[src/rtl/rx_phase_slicer.sv]
// Oversampled symbol slicer: picks one sample per symbol by phase, with a continuous
// energy search that finds the highest-magnitude phase over 2^LOG2_SEARCH symbols.
module rx_phase_slicer #(
    parameter int NB_INPUT    = 8,
    parameter int NBF_INPUT   = 7,
    parameter int OV_SAMP     = 4,
    parameter int LOG2_SEARCH = 10,
    localparam int PW         = (OV_SAMP > 1) ? $clog2(OV_SAMP) : 1
) (
    input  logic                clk,
    input  logic                i_srst,
    input  logic [NB_INPUT-1:0] i_is_data,
    input  logic                i_valid,
    input  logic                i_enb,
    input  logic                i_phase_auto,
    input  logic [PW-1:0]       i_phase_sel,
    output logic                o_symbol,
    output logic                o_sym_valid,
    output logic [PW-1:0]       o_phase,
    output logic                o_lock
);
    localparam int MW = NB_INPUT - 1;
    localparam int AW = MW + LOG2_SEARCH;

    typedef enum logic {SEARCH = 1'b0, TRACK = 1'b1} state_t;

    if (NBF_INPUT >= NB_INPUT) begin : g_frac_check
        $error("NBF_INPUT must be smaller than NB_INPUT");
    end

    state_t                       state_q, state_d;
    logic [PW-1:0]                cnt_q, cnt_d;
    logic [PW-1:0]                phase_q, phase_d;
    logic [PW-1:0]                best_phase_q, best_phase_d;
    logic [LOG2_SEARCH-1:0]       sym_cnt_q, sym_cnt_d;
    logic [OV_SAMP-1:0][AW-1:0]   acc_q, acc_d;
    logic [OV_SAMP-1:0][AW-1:0]   acc_sum;
    logic                         symbol_q, symbol_d;
    logic                         sym_valid_q, sym_valid_d;

    logic          accept, sym_end, win_end, on_phase;
    logic [MW-1:0] mag;
    logic [AW-1:0] best_val;
    logic [PW-1:0] best_idx;

    assign accept   = i_valid & i_enb;
    assign sym_end  = accept && (cnt_q == PW'(OV_SAMP - 1));
    assign win_end  = sym_end && (&sym_cnt_q);
    assign on_phase = accept && (cnt_q == phase_q);

    // The most negative code has no positive twin in MW bits, so it saturates.
    always_comb begin
        mag = i_is_data[MW-1:0];
        if (i_is_data[NB_INPUT-1]) begin
            if (i_is_data[MW-1:0] == '0) mag = '1;
            else                         mag = ~i_is_data[MW-1:0] + 1'b1;
        end
    end

    // Argmax sees the window including the closing sample; strict '>' keeps ties low.
    always_comb begin
        best_val = '0;
        best_idx = '0;
        for (int i = 0; i < OV_SAMP; i++) begin
            acc_sum[i] = acc_q[i] + ((cnt_q == PW'(i)) ? AW'(mag) : '0);
        end
        best_val = acc_sum[0];
        for (int i = 1; i < OV_SAMP; i++) begin
            if (acc_sum[i] > best_val) begin
                best_val = acc_sum[i];
                best_idx = PW'(i);
            end
        end
    end

    always_comb begin
        cnt_d        = cnt_q;
        phase_d      = phase_q;
        best_phase_d = best_phase_q;
        sym_cnt_d    = sym_cnt_q;
        acc_d        = acc_q;
        symbol_d     = symbol_q;
        sym_valid_d  = 1'b0;
        if (accept) begin
            cnt_d = sym_end ? '0 : cnt_q + 1'b1;
            acc_d = win_end ? '0 : acc_sum;
            if (on_phase) begin
                symbol_d    = i_is_data[NB_INPUT-1];
                sym_valid_d = 1'b1;
            end
            if (sym_end) begin
                phase_d   = i_phase_auto ? best_phase_q : i_phase_sel;
                sym_cnt_d = win_end ? '0 : sym_cnt_q + 1'b1;
            end
            if (win_end) best_phase_d = best_idx;
        end
    end

    always_ff @(posedge clk or posedge i_srst) begin
        if (i_srst) begin
            cnt_q        <= '0;
            phase_q      <= '0;
            best_phase_q <= '0;
            sym_cnt_q    <= '0;
            acc_q        <= '0;
            symbol_q     <= 1'b0;
            sym_valid_q  <= 1'b0;
        end else begin
            cnt_q        <= cnt_d;
            phase_q      <= phase_d;
            best_phase_q <= best_phase_d;
            sym_cnt_q    <= sym_cnt_d;
            acc_q        <= acc_d;
            symbol_q     <= symbol_d;
            sym_valid_q  <= sym_valid_d;
        end
    end

    always_ff @(posedge clk or posedge i_srst) begin
        if (i_srst) state_q <= SEARCH;
        else        state_q <= state_d;
    end

    always_comb begin
        state_d = state_q;
        if (state_q == SEARCH && win_end) state_d = TRACK;
    end

    always_comb begin
        o_lock = (state_q == TRACK);
    end

    assign o_symbol    = symbol_q;
    assign o_sym_valid = sym_valid_q;
    assign o_phase     = phase_q;

endmodule

[config.mk]
export PLATFORM = sky130hd
export DESIGN_NAME = rx_phase_slicer
export DESIGN_NICKNAME = d
export VERILOG_FILES = /design/src/rtl/rx_phase_slicer.sv
export SDC_FILE = /design/constraint.sdc
export NUM_CORES = 1
export LEC_CHECK = 0
export CAP_MARGIN = 5
export CORE_MARGIN = 2
export CORE_UTILIZATION = 55
export CTS_CLUSTER_DIAMETER = 100
export DETAILED_ROUTE_END_ITERATION = 8
export PLACE_DENSITY = 0.7
export SYNTH_ARGS = -nofsm -noshare
export SYNTH_HDL_FRONTEND = slang
export SYNTH_SLANG_ARGS = --single-unit
[constraint.sdc]
create_clock -name clk -period 10.5 [get_ports clk]
set_input_delay 2.1 -clock clk [delete_from_list [all_inputs] [get_ports clk]]
set_output_delay 2.1 -clock clk [all_outputs]
set_load 0.01 [all_outputs]
==> out/results.ini <==
[yosys]
synth_edf_count = 0
synthSimpleGateAreaFrac_pct = 16.9
avgSynthCellArea_um2 = 8.75
synth_compound_area_share_pct = 20.0
netlist_area_um2 = 7250
synth_top_family_by_area = compound AO/OA/AOI/OAI gates
synth.most_common_cell = nand2_1
synth_ff_type = dfrtp_1
yosysSeqAreaShare_pct = 30.0
synth_xor_area_share_pct = 9.14
synth_adder_area_share_pct = 15.6
syn-num-nets = 931
muxShareOfSynthArea_pct = 4.30
synth_seq_cells = 87
netlist_instances = 829
synth_top_area_share_pct = 30.0
ys_top_cells_by_area = dfrtp_1, ha_1, xnor2_1
yosys_warnings = 0
synth_common_cells = nand2_1, dfrtp_1, ha_1, nor2_1, o21ai_0
async_flop_share_pct = 100
synth_top_cell_by_area = dfrtp_1
synth_cell_types = 61

[setup_path]
cp.arrival_ns = 10.35
path_max_fanout = 24
endpoint_kind = register
critPathKind = primary input to register
worstReg2RegStart = cnt_q[0]$_DFFE_PP0P_
worstPathRequired_ns = 10.73
crit_top_cell = ha_1
cp_slowest_cell = clkdlybuf4s50_1
cp-start-kind = primary input
startpoint = i_is_data[0]
cpLargestDelayFamily = compound AO/OA/AOI/OAI gates
crit_buf_inv = 4
max_stage_delay_ns = 0.48

[pwr]
power_leakage_nw = 4.04
power.density_nw_per_um2 = 228
worst_ir_drop_vdd_mv = 0.105

[timing]
max_freq_ghz = 0.0989
final.min_clock_period_ns = 10.12
worst-slew-pin-transition_ns = 0.985
drv_slew = 0
fin_tns_setup_ns = 0
skew_ns = 0.0115
hold_viol = 0
setup_viol = 0
max-slew-margin-rel_pct = 34.2
fin_crit_sh_pct = 96.3
worst_slack_ns = 0.385

[grt]
grt_util_met2_pct = 42.7
grt_overflow = 0
top_usage_layer = met2
grt_pass1_vias = 6200
grt_max_degree = 72
grtUsageTotal_pct = 27.4
antenna_found_initial = 0
grt_pass1_wl_um = 30800
met1_usage_pct = 36.7
grtUsageMet3_pct = 3.59

[place]
pre_cts_ws_ns = -0.413
detailed_place.area_um2 = 7780
dp_hpwl_um = 13800
gp_congestion = 0.885
portBuffers = 19

[route]
ant_nets = 0
vias = 6287
post_drt_via_cell_ratio = 6.06
drc = 0
post_drt_wl_per_cell_um = 18.0
firstDrtPassIters = 5
drt_wl_total_um = 18700
drt_iter0_drc = 501

[floorplanning]
pin_count = 20
core_area_um2 = 12700
dieArea_um2 = 14100
die_w_um = 119
die_y_um = 119
rows = 41
start_util_pct = 57.0

[clock_network]
cts_buffers = 9
cts.sinks = 87
insertion_delay_ns = 0.36
cts_max_path_buffers = 2
clkSlewWorstSetupHoldPaths_ns = 0.07
cts_hold_buffers = 0
clockRootBuffer = clkbuf_16
cts_tree = yes
h-tree-depth = 3

[final_layout]
layout-drive-gt1-share_pct = 10.7
fillers = 1096
nets = 966
final_area_um2 = 8200
multiInputGateArea_um2 = 4860
diodes = 0
regArea_um2 = 2180
area_delta_synth_final_pct = 13.0

[run_status]
status = completed

[min_path]
min_path_type = register to register
min_from = o_lock$_DFFE_PP0P_

[flow_run]
cap_violations = 0

-- flip-flops by register name (all words and copies together) (netlist names) --
register,flops
acc_q,68
sym_cnt_q,10
best_phase_q,2
cnt_q,2
o_phase,2
o_lock,1
o_sym_valid,1
o_symbol,1
-- layer usage --
layer,routed length [um],up-vias
li1,-,3014
met1,8260,3016
met2,8560,200
met3,1030,57
met4,857,0
met5,0,-
-- final timing paths --
check                                               to  slack, ns  cells after the start
hold reg to reg                     o_lock$_DFFE_PP0P_       0.48                      1
setup reg to reg           best_phase_q[0]$_DFFE_PP0P_       2.53                     37
setup / recovery           best_phase_q[0]$_DFFE_PP0P_       0.38                     42
min in group asynchronous           o_lock$_DFFE_PP0P_       2.15                      2
max in group asynchronous        acc_q[16]$_DFFE_PP0P_       7.21                      3
hold / removal                      o_lock$_DFFE_PP0P_       0.48                      1
-- stage by stage --
step | cells | hold WS (ns) | total power, mW | utilization [%]
after global placement | 1019 | 0.450 | 1.44 | 61.1
after global routing | 1038 | 0.494 | 2.02 | 64.4
after CTS | 1035 | 0.485 | 1.84 | 63.7
after detailed placement | 1019 | 0.470 | 1.49 | 61.1
after floorplan | 829 | 0.437 | 1.22 | -
final | 1038 | 0.479 | 1.87 | 64.4
-- kinds of logic (layout without fill, tap and decap cells) --
logic type                 after synthesis  in the layout
xor gates and xnor gates                74             74
AOI/OAI and AO/OA                      210            210
and+or+nand+nor                        264            264
adders and majority gates               88             88
DFF                                     87             87
buffers and inverters                   76            113
muxes                                   30             30
-- timing repair --
action / CTS / global route
resized for setup: 0 / 20
endpoints found under the hold margin: 0 / 0
pin swaps: 1 / 6
setup buffers: 3 / 3
setup endpoints to repair: 1 / 2
-- layout by cell type (no fill, tap or decap), types with 3 or more instances in the layout --
cell type / instances
ha_1: 83
buf_4: 34
nand2_1: 106
nor2_1: 56
o21a_1: 9
nand3_1: 32
o31ai_1: 22
o211ai_1: 3
mux2i_1: 21
clkbuf_16: 9
mux2_2: 9
xnor2_1: 45
inv_1: 44
a31oi_1: 5
nor3_1: 7
a21oi_1: 36
o21bai_1: 5
o21ai_0: 46
nand4_1: 11
a22o_1: 18
xnor2_2: 4
a21oi_2: 3
nor2_2: 3
and3_1: 18
a21o_1: 33
o22ai_1: 3
dfrtp_1: 87
xor2_1: 23
and2_1: 6
o21ai_2: 3
nor2b_1: 10
fa_1: 3
clkdlybuf4s50_1: 19
-- power by group --
group | leakage [nW] | internal (mW) | switching, mW
registers | 1.16 | 0.409 | 0.0691
clock network | 0.147 | 0.204 | 0.134
logic | 2.73 | 0.463 | 0.586
total | 4.04 | 1.08 | 0.789
-- area by class of cell --
type / instances / area share (%)
inverters: 46 / 2.12
clock inverters: 4 / 0.901
multi-input cells: 666 / 59.4
clock buffers: 9 / 2.75
well taps: 172 / 2.63
repair buffers: 54 / 5.68
flip-flops and latches: 87 / 26.6
No activity file was read; power rests on OpenSTA's default activity.
